File: src/rtl/conv1_ctrl_if.sv
// Handshake and status bundle between the conv1 frame sequencer and its environment.
// The master drives the pixel stream and start, and the slave (conv1_ctrl) reports window and frame status.
interface conv1_ctrl_if;
  logic       start;
  logic       valid_in;
  logic       buf_shift_en;
  logic       valid_out_buf;
  logic [4:0] out_row;
  logic [4:0] out_col;
  logic       busy;
  logic       frame_done;
  logic       err_overrun;

  modport master (
    output start, valid_in,
    input  buf_shift_en, valid_out_buf, out_row, out_col, busy, frame_done, err_overrun
  );

  modport slave (
    input  start, valid_in,
    output buf_shift_en, valid_out_buf, out_row, out_col, busy, frame_done, err_overrun
  );
endinterface

File: src/rtl/conv1_ctrl.sv
// conv1 frame sequencer.
// Counts raster position over one frame and drives the line-buffer shift.
// Flags each complete FILTER_SIZE x FILTER_SIZE window, together with its output-map coordinate.
module conv1_ctrl #(
  parameter int unsigned WIDTH       = 28,
  parameter int unsigned HEIGHT      = 28,
  parameter int unsigned FILTER_SIZE = 5
) (
  input logic        clk,
  input logic        rst_n,
  conv1_ctrl_if.slave bus_io
);

  localparam int unsigned ColW = (WIDTH  > 1) ? $clog2(WIDTH)  : 1;
  localparam int unsigned RowW = (HEIGHT > 1) ? $clog2(HEIGHT) : 1;
  localparam int unsigned Edge = FILTER_SIZE - 1;

  typedef enum logic [1:0] {StIdle, StActive, StDone} state_e;

  state_e          state_q;
  logic [ColW-1:0] col_q;
  logic [RowW-1:0] row_q;
  logic            valid_q;
  logic [4:0]      out_row_q;
  logic [4:0]      out_col_q;
  logic            busy_q;
  logic            done_q;
  logic            err_q;

  logic accept;
  logic col_last;
  logic win_full;
  logic frame_last;

  // Decode the pixel acceptance, wrap and window-complete conditions from the current position.
  always_comb begin
    accept     = bus_io.valid_in && (state_q == StActive);
    col_last   = (col_q == ColW'(WIDTH - 1));
    win_full   = (row_q >= RowW'(Edge)) && (col_q >= ColW'(Edge));
    frame_last = col_last && (row_q == RowW'(HEIGHT - 1));
  end

  // Frame FSM, position counters and registered status outputs.
  always_ff @(posedge clk or negedge rst_n) begin
    if (!rst_n) begin
      state_q   <= StIdle;
      col_q     <= '0;
      row_q     <= '0;
      valid_q   <= 1'b0;
      out_row_q <= '0;
      out_col_q <= '0;
      busy_q    <= 1'b0;
      done_q    <= 1'b0;
      err_q     <= 1'b0;
    end else begin
      valid_q <= 1'b0;
      done_q  <= 1'b0;

      // A stray pixel outranks a same-cycle start, so the error survives that start.
      if (bus_io.valid_in && (state_q != StActive)) begin
        err_q <= 1'b1;
      end else if (bus_io.start && (state_q == StIdle)) begin
        err_q <= 1'b0;
      end

      unique case (state_q)
        StIdle: begin
          if (bus_io.start) begin
            state_q <= StActive;
            busy_q  <= 1'b1;
            col_q   <= '0;
            row_q   <= '0;
          end
        end
        StActive: begin
          if (accept) begin
            if (win_full) begin
              valid_q   <= 1'b1;
              out_row_q <= 5'(row_q - RowW'(Edge));
              out_col_q <= 5'(col_q - ColW'(Edge));
            end
            if (frame_last) begin
              state_q <= StDone;
              busy_q  <= 1'b0;
              done_q  <= 1'b1;
              col_q   <= '0;
              row_q   <= '0;
            end else if (col_last) begin
              col_q <= '0;
              row_q <= row_q + 1'b1;
            end else begin
              col_q <= col_q + 1'b1;
            end
          end
        end
        StDone: begin
          state_q <= StIdle;
        end
        default: begin
          state_q <= StIdle;
          busy_q  <= 1'b0;
        end
      endcase
    end
  end

  assign bus_io.buf_shift_en  = accept;
  assign bus_io.valid_out_buf = valid_q;
  assign bus_io.out_row       = out_row_q;
  assign bus_io.out_col       = out_col_q;
  assign bus_io.busy          = busy_q;
  assign bus_io.frame_done    = done_q;
  assign bus_io.err_overrun   = err_q;

endmodule
File: src/flat_wrapper.sv
// flat-port wrapper written by rule: the top's interface ports become plain ports
module conv1_ctrl_flat 
#(
  parameter int unsigned WIDTH       = 28,
  parameter int unsigned HEIGHT      = 28,
  parameter int unsigned FILTER_SIZE = 5
)
  (clk, rst_n, bus_io_start, bus_io_valid_in, bus_io_buf_shift_en, bus_io_valid_out_buf, bus_io_out_row, bus_io_out_col, bus_io_busy, bus_io_frame_done, bus_io_err_overrun);
  conv1_ctrl_if bus_io_i ();
  input logic clk;
  input logic rst_n;
  input wire logic [$bits(bus_io_i.start)-1:0] bus_io_start;
  input wire logic [$bits(bus_io_i.valid_in)-1:0] bus_io_valid_in;
  output wire logic [$bits(bus_io_i.buf_shift_en)-1:0] bus_io_buf_shift_en;
  output wire logic [$bits(bus_io_i.valid_out_buf)-1:0] bus_io_valid_out_buf;
  output wire logic [$bits(bus_io_i.out_row)-1:0] bus_io_out_row;
  output wire logic [$bits(bus_io_i.out_col)-1:0] bus_io_out_col;
  output wire logic [$bits(bus_io_i.busy)-1:0] bus_io_busy;
  output wire logic [$bits(bus_io_i.frame_done)-1:0] bus_io_frame_done;
  output wire logic [$bits(bus_io_i.err_overrun)-1:0] bus_io_err_overrun;
  assign bus_io_i.start = bus_io_start;
  assign bus_io_i.valid_in = bus_io_valid_in;
  assign bus_io_buf_shift_en = bus_io_i.buf_shift_en;
  assign bus_io_valid_out_buf = bus_io_i.valid_out_buf;
  assign bus_io_out_row = bus_io_i.out_row;
  assign bus_io_out_col = bus_io_i.out_col;
  assign bus_io_busy = bus_io_i.busy;
  assign bus_io_frame_done = bus_io_i.frame_done;
  assign bus_io_err_overrun = bus_io_i.err_overrun;
  conv1_ctrl #(.WIDTH(WIDTH), .HEIGHT(HEIGHT), .FILTER_SIZE(FILTER_SIZE)) u_core (.clk(clk), .rst_n(rst_n), .bus_io(bus_io_i));
endmodule
File: config.mk
export PLATFORM = sky130hd
export DESIGN_NAME = conv1_ctrl_flat
export DESIGN_NICKNAME = d
export VERILOG_FILES = /design/src/rtl/conv1_ctrl_if.sv /design/src/rtl/conv1_ctrl.sv /design/src/flat_wrapper.sv
export SDC_FILE = /design/constraint.sdc
export NUM_CORES = 1
export LEC_CHECK = 0
export BUFFER_PORTS_ARGS = -buffer_cell sky130_fd_sc_hd__buf_2
export CORE_MARGIN = 1.5
export CORE_UTILIZATION = 45
export DETAILED_ROUTE_END_ITERATION = 12
export GPL_TIMING_DRIVEN = 0
export PLACE_DENSITY = 0.61
export SYNTH_ARGS = -nofsm -noshare
export SYNTH_HDL_FRONTEND = slang
export SYNTH_SLANG_ARGS = --single-unit
File: constraint.sdc
create_clock -name clk -period 3.93 [get_ports clk]
set_clock_uncertainty 0.15 [all_clocks]
set_input_delay 0.786 -clock clk [delete_from_list [all_inputs] [get_ports clk]]
set_output_delay 0.786 -clock clk [all_outputs]
set_load 0.02 [all_outputs]
==> impl_metrics.csv <==
group,metric,value,unit
run_status,status,"completed",
critical_path,startpoint,"bus_io_valid_in",
power,ir_worst_vdd,0.220,mV
finish,fillers,286,
critical_path,regToRegEndpoint,"u_core.col_q[3]$_DFFE_PN0P_",
clock_network,cts_tree,"done",
global_route,grt_max_degree,27,
finish,area_growth,11.9,%
finish,final_cells,188,
min_path,hp-class,"in2async",
power,combPwrFrac,28.4,%
die,die_h,58.5,microns
global_route,first_global_vias,1006,
timing,hold_viol,0,
die,start_util,49.0,%
routing,drt_wl_total,2.53,mm
power,power.switching,241,uW
critical_path,start_kind,"input port",
finish,drive_gt1_share,26.1,%
global_route,antenna_found_initial,0,
finish,antenna_cells,0,
critical_path,crit_slowest_cell,"and3b_2",
synthesis,synth_top_cell_area_share,47.0,%
critical_path,crit_cells,3,
global_route,grt.total_usage,17.7,%
critical_path,worstReg2RegStart,"u_core.col_q[2]$_DFFE_PN0P_",
timing,setup_viol,0,
clock_network,clkSlewWorstSetupHoldPaths,0.15,ns
global_route,grt_overflow,0,
timing,rsz0062_at_grt,"no",
routing,via_count,1009,
die,pin_count,19,
timing,fin_setup_tns,0,ns
power,power_density,438,mW/mm^2
place,io_buffers,18,
routing,first_iter_violations,15,
routing,drtAntennaViolNets,0,
synthesis,synth_edf_count,0,
synthesis,ys_seq_elements,26,
synthesis,yosysTopAreaCell,"dfrtp_1",
timing,worst_pin_slew,0.602,ns
synthesis,synth_cell_types,36,
place,dp.cells,184,
place,routabilityCongestion,0.764,
critical_path,worst-path-buf-inv,2,
finish,final_cell_mix,"dfrtp_1 (26), buf_2 (18), nand2_1 (16)",
power,seqPwrFrac,51.4,%
synthesis,synth_area_per_cell,10.3,sq um
timing,hold_ws,0.300,ns
die,row_count,19,
flow_run,drv_cap,0,
clock_network,cts_setup_buffers,0,
critical_path,worstPathMaxFanout,6,
synthesis,async_flop_share,100,%
global_route,grt_pass1_wl,4.69,mm
synthesis,yosysSeqAreaShare,47.0,%
clock_network,ctsResizeCount,0,
clock_network,cts_root_buf,"clkbuf_4",
critical_path,required,2.99,ns
timing,fmax,0.446,GHz
synthesis,synth_flop_cell,"dfrtp_1",
clock_network,numCtsBuffers,3,
synthesis,syn_inst,135,
clock_network,cts_sinks,26,
critical_path,timing.critical_path.to,"bus_io_buf_shift_en",
critical_path,ff2ff_path_depth,6,
clock_network,cts-htree-levels,1,
finish,layout_commonest_cell,"dfrtp_1",
place,dpl.hpwl,1.91,mm
finish,multiInputGateArea,648,sq um
critical_path,path_class,"in2out",
synthesis,synth_area_leaders,"dfrtp_1 (47%), ha_1 (11%), o21ai_2 (5.7%)",
clock_network,ctsHoldBuffers,0,
routing,vias_per_cell,5.37,
critical_path,endpoint_kind,"output port",
clock_network,insertion_delay,0.32,ns
finish,nets,174,
synthesis,yosysWarningCount,0,
critical_path,cpPeakStageDelay,0.23,ns
power,p_total,679,uW
critical_path,crit_top_cell,"buf_2",
critical_path,crit_chain,"buf_2, and3b_2, buf_2",
routing,routedWlPerCell,13.5,microns
finish,regArea,651,sq um
critical_path,crit_family,"buffers and inverters",
timing,period_share,57.1,%
routing,dr.pass1.iters,4,
critical_path,arrival,1.31,ns
die,die_area,0.00342,sq mm
timing,drv_slew,0,
die,core_area,0.00283,sq mm
synthesis,synth.net_count,151,
power,clockPowerShare,20.2,%
timing,period_needed,2.24,ns
critical_path,reg2reg_slack,1.94,ns
die,die_x,58.5,microns
synthesis,synthesis.area,0.00139,sq mm
routing,drc_errors,0,
power,internal-power,438,uW
clock_network,clock_path_buffers,2,
power,cellLeakagePower,0.787,nW
timing,slew_headroom,59.9,%
power,sw_frac_of_total,35.5,%
## cell type report
cell class              instances  share of cell area (%)
flip-flops and latches         26                    42.0
clock buffers                   4                    2.34
well taps                      31                    2.50
inverters                      12                    2.91
plain buffers                   4                    2.66
repair buffers                 18                    5.81
multi-input cells              93                    41.8
## through the flow
step | instance area [sq um] | setup slack [ns] | utilization (%)
after floorplan | 1390 | 1.96 | -
after global placement | 1510 | 1.69 | 53.5
after detailed placement | 1510 | 1.69 | 53.5
after CTS | 1550 | 1.69 | 54.8
after global routing | 1550 | 1.65 | 54.8
final | 1550 | 1.69 | 54.8
## synthesized netlist by cell type, types with 2 or more instances
| master | instances |
|---|---|
| o22ai_1 | 2 |
| or3_1 | 2 |
| nand2_1 | 16 |
| a31oi_1 | 2 |
| o21ai_2 | 9 |
| inv_1 | 12 |
| dfrtp_1 | 26 |
| nor4_1 | 2 |
| and3_1 | 2 |
| ha_1 | 12 |
| a2111oi_0 | 2 |
| o21ai_0 | 9 |
| xnor2_1 | 2 |
| nand3_1 | 4 |
| buf_6 | 3 |
| nor2_1 | 4 |
| a21oi_1 | 6 |
| nand2b_1 | 2 |
## state kept, by name, indices dropped and copies added (netlist names)
name and cells:
u_core.bus_io.frame_done 1, u_core.col_q 5, u_core.bus_io.out_col 5, u_core.state_q 2, u_core.bus_io.err_overrun 1, u_core.bus_io.out_row 5, u_core.bus_io.valid_out_buf 1, u_core.row_q 5
u_core.bus_io.busy 1
## cell families (layout without fill, tap and decap cells)
kind of cell	after synthesis	after routing	share of synthesized area (%)
xor gates and xnor gates	2	2	1.26
adders and majority gates	12	12	10.8
DFF	26	26	47.0
AOI/OAI and AO/OA	38	38	18.7
buffers and inverters	16	38	6.23
and+or+nand+nor	41	41	16.0
## power by group through the flow
stage / logic, mW / registers [mW] / clock network (mW)
4_1_cts: 0.197 / 0.350 / 0.144
3_3_place_gp: 0.189 / 0.353 / 0
3_5_place_dp: 0.196 / 0.356 / 0
6_report: 0.193 / 0.349 / 0.137
5_1_grt: 0.228 / 0.358 / 0.154
2_1_floorplan: 0.139 / 0.354 / 0
## per-layer routing
layer	share of wire, %	wire, microns	vias to the layer above	GRT usage [%]
li1	-	-	515	-
met1	50	1270	482	25.3
met2	47	1190	10	28.4
met3	2.3	57	2	1.98
met4	0.71	18	0	4.98
met5	0	0	-	0
## worst min-delay path by stage
stage                                         start                                   end
2_1_floorplan                                 rst_n        u_core.bus_io.busy$_DFFE_PN0P_
6_report                                      rst_n  u_core.bus_io.out_row[4]$_DFFE_PN0P_
3_3_place_gp   u_core.bus_io.out_row[3]$_DFFE_PN0P_  u_core.bus_io.out_row[3]$_DFFE_PN0P_
3_5_place_dp   u_core.bus_io.out_row[1]$_DFFE_PN0P_  u_core.bus_io.out_row[1]$_DFFE_PN0P_
4_1_cts                                       rst_n  u_core.bus_io.out_row[4]$_DFFE_PN0P_
5_1_grt                                       rst_n  u_core.bus_io.out_row[0]$_DFFE_PN0P_
No activity file was read; power rests on OpenSTA's default activity.
